--- src/rtl/fft_twiddle_seq.sv ---
// Twiddle-factor sequencer: walks stage/butterfly counters, addresses the twiddle ROMs and
// presents each twiddle on a valid/ready handshake. Define FFT_TW_CONJ_EN to add the inv port.
module fft_twiddle_seq #(
   parameter int LOG2N = 5
) (
   input  logic        clk,
   input  logic        rst_n,
   input  logic        start,
`ifdef FFT_TW_CONJ_EN
   input  logic        inv,
`endif
   output logic        busy,
   output logic        done,
   output logic [4:0]  rom_addr,
   output logic        rom_en,
   input  logic [15:0] rom_re,
   input  logic [15:0] rom_im,
   output logic [15:0] tw_re,
   output logic [15:0] tw_im,
   output logic        tw_valid,
   input  logic        tw_ready,
   output logic [2:0]  tw_stage,
   output logic [3:0]  tw_bfly
);

   typedef enum logic [1:0] {
      ST_IDLE  = 2'd0,
      ST_RUN   = 2'd1,
      ST_DRAIN = 2'd2
   } state_t;

   localparam logic [2:0] S_LAST = 3'(LOG2N - 1);
   localparam logic [3:0] J_LAST = 4'((1 << (LOG2N - 1)) - 1);

`ifdef FFT_TW_CONJ_EN
   // The most negative input has no positive counterpart, so it saturates.
   function automatic logic [15:0] neg_sat(input logic [15:0] v);
      if (v == 16'h8000) begin
         neg_sat = 16'h7FFF;
      end else begin
         neg_sat = ~v + 16'h0001;
      end
   endfunction
`endif

   state_t      state_q, state_d;
   logic [2:0]  s_q, s_d;
   logic [3:0]  j_q, j_d;
   logic        tw_valid_q, tw_valid_d;
   logic [2:0]  tw_stage_q, tw_stage_d;
   logic [3:0]  tw_bfly_q, tw_bfly_d;
   logic        inv_q, inv_d;
   logic        issue_s;
   logic        accept_s;
   logic [4:0]  mask_s;
   logic [2:0]  shift_s;

   // Next-state, counter and handshake logic.
   always_comb begin
      state_d    = state_q;
      s_d        = s_q;
      j_d        = j_q;
      tw_stage_d = tw_stage_q;
      tw_bfly_d  = tw_bfly_q;
      inv_d      = inv_q;
      issue_s    = (state_q == ST_RUN) && (!tw_valid_q || tw_ready);
      accept_s   = tw_valid_q && tw_ready;
      tw_valid_d = issue_s || (tw_valid_q && !tw_ready);
      case (state_q)
         ST_IDLE: begin
            if (start) begin
               state_d = ST_RUN;
`ifdef FFT_TW_CONJ_EN
               inv_d   = inv;
`else
               inv_d   = 1'b0;
`endif
            end else begin
               state_d = ST_IDLE;
            end
         end
         ST_RUN: begin
            if (issue_s) begin
               tw_stage_d = s_q;
               tw_bfly_d  = j_q;
               if (j_q == J_LAST) begin
                  j_d = 4'd0;
                  if (s_q == S_LAST) begin
                     s_d     = 3'd0;
                     state_d = ST_DRAIN;
                  end else begin
                     s_d = s_q + 3'd1;
                  end
               end else begin
                  j_d = j_q + 4'd1;
               end
            end else begin
               state_d = ST_RUN;
            end
         end
         ST_DRAIN: begin
            if (accept_s) begin
               state_d = ST_IDLE;
            end else begin
               state_d = ST_DRAIN;
            end
         end
         default: begin
            state_d = ST_IDLE;
         end
      endcase
   end

   // ROM addressing: low s bits of j, left-justified within the LOG2N-1 address bits.
   always_comb begin
      mask_s   = (5'd1 << s_q) - 5'd1;
      shift_s  = S_LAST - s_q;
      rom_addr = ({1'b0, j_q} & mask_s) << shift_s;
      rom_en   = issue_s;
   end

   // Output decode; twiddle data comes straight from the registered ROM output.
   always_comb begin
      busy     = (state_q != ST_IDLE);
      done     = (state_q == ST_DRAIN) && accept_s;
      tw_valid = tw_valid_q;
      tw_stage = tw_stage_q;
      tw_bfly  = tw_bfly_q;
      tw_re    = rom_re;
`ifdef FFT_TW_CONJ_EN
      if (inv_q) begin
         tw_im = neg_sat(rom_im);
      end else begin
         tw_im = rom_im;
      end
`else
      tw_im    = rom_im;
`endif
   end

   // State registers with synchronous active-low reset.
   always_ff @(posedge clk) begin
      if (!rst_n) begin
         state_q    <= ST_IDLE;
         s_q        <= 3'd0;
         j_q        <= 4'd0;
         tw_valid_q <= 1'b0;
         tw_stage_q <= 3'd0;
         tw_bfly_q  <= 4'd0;
         inv_q      <= 1'b0;
      end else begin
         state_q    <= state_d;
         s_q        <= s_d;
         j_q        <= j_d;
         tw_valid_q <= tw_valid_d;
         tw_stage_q <= tw_stage_d;
         tw_bfly_q  <= tw_bfly_d;
         inv_q      <= inv_d;
      end
   end

endmodule

--- config.mk ---
export PLATFORM = sky130hd
export DESIGN_NAME = fft_twiddle_seq
export DESIGN_NICKNAME = d
export VERILOG_FILES = /design/src/rtl/fft_twiddle_seq.sv
export SDC_FILE = /design/constraint.sdc
export NUM_CORES = 1
export LEC_CHECK = 0
export ABC_CLOCK_PERIOD_IN_PS = 3200
export BUFFER_PORTS_ARGS = -buffer_cell sky130_fd_sc_hd__buf_2
export CAP_MARGIN = 10
export CORE_ASPECT_RATIO = 1.4
export CORE_MARGIN = 2
export CORE_UTILIZATION = 40
export DETAILED_ROUTE_END_ITERATION = 10
export GPL_TIMING_DRIVEN = 0
export PLACE_DENSITY_LB_ADDON = 0.3
export SYNTH_ARGS = -nofsm -noshare
export SYNTH_HDL_FRONTEND = slang
export SYNTH_SLANG_ARGS = --single-unit
--- constraint.sdc ---
create_clock -name clk -period 3.2 [get_ports clk]
set_clock_uncertainty 0.1 [all_clocks]
set_input_delay 0.48 -clock clk [delete_from_list [all_inputs] [get_ports clk]]
set_output_delay 0.48 -clock clk [all_outputs]
set_load 0.02 [all_outputs]
==> flow_summary.ini <==
[synth]
async_reset_ff_share_pct = 0
synth_edf_count = 0
syn-num-nets = 201
netlist.top_cell.by_area = dfxtp_1
synth.distinct_cells = 36
synth_cells = 157
avgSynthCellArea_um2 = 7.914
synth_top_area_share_pct = 27.39
synth_area_leaders = dfxtp_1, buf_4, ha_1
syn_area_um2 = 1242
synth-seq-area-share_pct = 27.39
ys.flop_type = dfxtp_1
yosysWarnings = 0
ys_ff_latch = 17

[detailed_routing]
first_pass_iters = 7
drt-total-wl_um = 2722
drt-initial-drc-count = 14
vias = 1146
viasPerCell = 4.602
ant_nets = 0
wire_per_inst_um = 10.93
post-route-drc-count = 0

[floorplanning]
die_area_um2 = 3574
fp.coreArea_um2 = 2907
io_pins = 84
start_util_pct = 42.75
num_rows = 23
die_w_um = 51.10
die_y_um = 69.95

[final_layout]
final_util_pct = 54.71
final_cell_mix = buf_2, buf_4, nand2_1, dfxtp_1
final_nets = 257
area_growth_pct = 28.00
final_common_cell = buf_2
num_antenna_cells = 0
drive_above_1_share_pct = 44.81
final_cells = 249

[cts]
cts.path.max_buffers = 2
cts_root_buf = clkbuf_8
cts_tree = yes
ctsHoldBuffers = 0
cts_buffers = 3
clkLatencyLatePin_ps = 250
post_cts_buffers = 0
path_clk_slew_ps = 60
cts_sinks = 17
htree_num_levels = 1

[sta]
maxSlewViolCount = 0
finalCriticalPeriod_ps = 2817
fmax_mhz = 355.0
hold_violations = 0
rsz0062_at_grt = false
max_slew_margin_pct = 76.94
tns_ps = 0
post-route-period-util_pct = 88.03
setup_viol = 0
tightest_slew_ps = 345.9

[power_and_ir_drop]
swShare_pct = 29.51
vdd_drop_max_v = 0.0002622
power_density_nw_per_um2 = 335.6
combPwrFrac_pct = 27.6
internal-power_mw = 0.3762
seqPwrFrac_pct = 43.3
p_clk_share_pct = 29.2
p_sw_mw = 0.1575
leakage_nw = 0.7832

[setup_path]
critPathArrivalTime_ps = 2240
end_kind = output pin
start_kind = register
criticalPathCategory = register to output pin
cp_max_fo = 10
worstPathRequired_ps = 2620

[run]
drv_cap = 0

[grt]
grt_pass1_wl_um = 4457
grt.overflow.total = 0
grt_pass1_vias = 1008
antenna_found_initial = 0
grt_max_degree = 11
grtUsageTotal_pct = 15.38

[placed_design]
dp.cells = 245
gp_congestion = 0.7331
port_buffers = 51
dp.final_hpwl_um = 2187

[outcome]
status = complete, no violations

[min_path]
min_path_type = register to register
[metal layers]
layer  routed length (um)  vias up  track usage [%]  part of all wire (%)
li1                     -      601                -                     -
met5                    0        -                0                     0
met4                   16        0            6.306                  0.59
met3                  129        2           0.8547                   4.7
met1                 1136      507            18.16                    42
met2                 1439       36            27.85                    53
[what timing repair did]
action | in CTS | in global routing
endpoints found under the setup margin | 0 | 1
hold endpoints to repair | 0 | 0
resized for setup | 0 | 1
[cell families after synthesis]
group / after synthesis / share of synthesized area [%]
and+or+nand+nor: 52 / 20.44
buffers and inverters: 43 / 23.56
AOI/OAI and AO/OA: 33 / 17.62
DFF: 17 / 27.39
adders and majority gates: 8 / 8.057
xor gates and xnor gates: 3 / 2.115
muxes: 1 / 0.8057
[state kept, by name, summed over array words and instances, names as in the netlist]
signal / count
state_q: 2
tw_valid: 1
j_q: 4
s_q: 3
tw_stage: 3
tw_bfly: 4
[cell usage after synthesis (all sizes together), types with 2 or more instances]
master  count
nand2b      3
ha          8
nor3        2
nand2      24
a21oi       7
inv         6
o21ai       5
nand3       3
a21boi     12
and3        3
and2        2
buf        35
xnor2       2
nor2b       3
nor2        8
dfxtp      17
a31oi       3
[final timing paths]
path	startpoint	to	depth (start not counted)	slack [ps]
max	s_q[0]	rom_addr[3]	8	380
max reg2reg	s_q[0]	s_q[1]	5	1500
min	tw_bfly[1]	tw_bfly[1]	2	350
min reg2reg	tw_bfly[1]	tw_bfly[1]	2	350
[worst max-delay path, stage by stage, from the launching register on]
cell and delay, ps:
dfxtp_2 420, inv_1 140, ha_1 250, ha_1 260, nor2_1 150, xor2_1 210, nand3_1 100, a221oi_1 250
buf_2 210
[cell type report]
class / instances / area [um^2]
Inverter: 7 / 27.53
Clock buffer: 4 / 45.04
Fill cell: 285 / 1316
Multi-Input combinational cell: 97 / 609.3
Buffer: 36 / 265.3
Tap cell: 37 / 46.29
Sequential cell: 17 / 341.6
Timing Repair Buffer: 51 / 255.2
[per-stage QoR]
stage | setup WS (ps) | hold WS (ps) | cell area (um^2) | power [mW]
after global routing | 162.3 | 373.3 | 1590 | 0.5578
after CTS | 225.9 | 356.1 | 1589 | 0.5396
final | 383.2 | 352.2 | 1590 | 0.5338
after floorplan | 599.4 | 382.1 | 1242 | 0.3446
after global placement | 480.0 | 343.7 | 1544 | 0.3817
after detailed placement | 516.9 | 346.2 | 1544 | 0.3831
[power by group through the flow]
| stage | clock (mW) | sequential (mW) | combinational (mW) |
|---|---|---|---|
| 6_report | 0.156 | 0.231 | 0.147 |
| 2_1_floorplan | 0 | 0.235 | 0.109 |
| 4_1_cts | 0.160 | 0.231 | 0.149 |
| 3_3_place_gp | 0 | 0.235 | 0.147 |
| 5_1_grt | 0.166 | 0.232 | 0.159 |
| 3_5_place_dp | 0 | 0.235 | 0.148 |
Note: power is estimated with default switching activity, not from simulation.
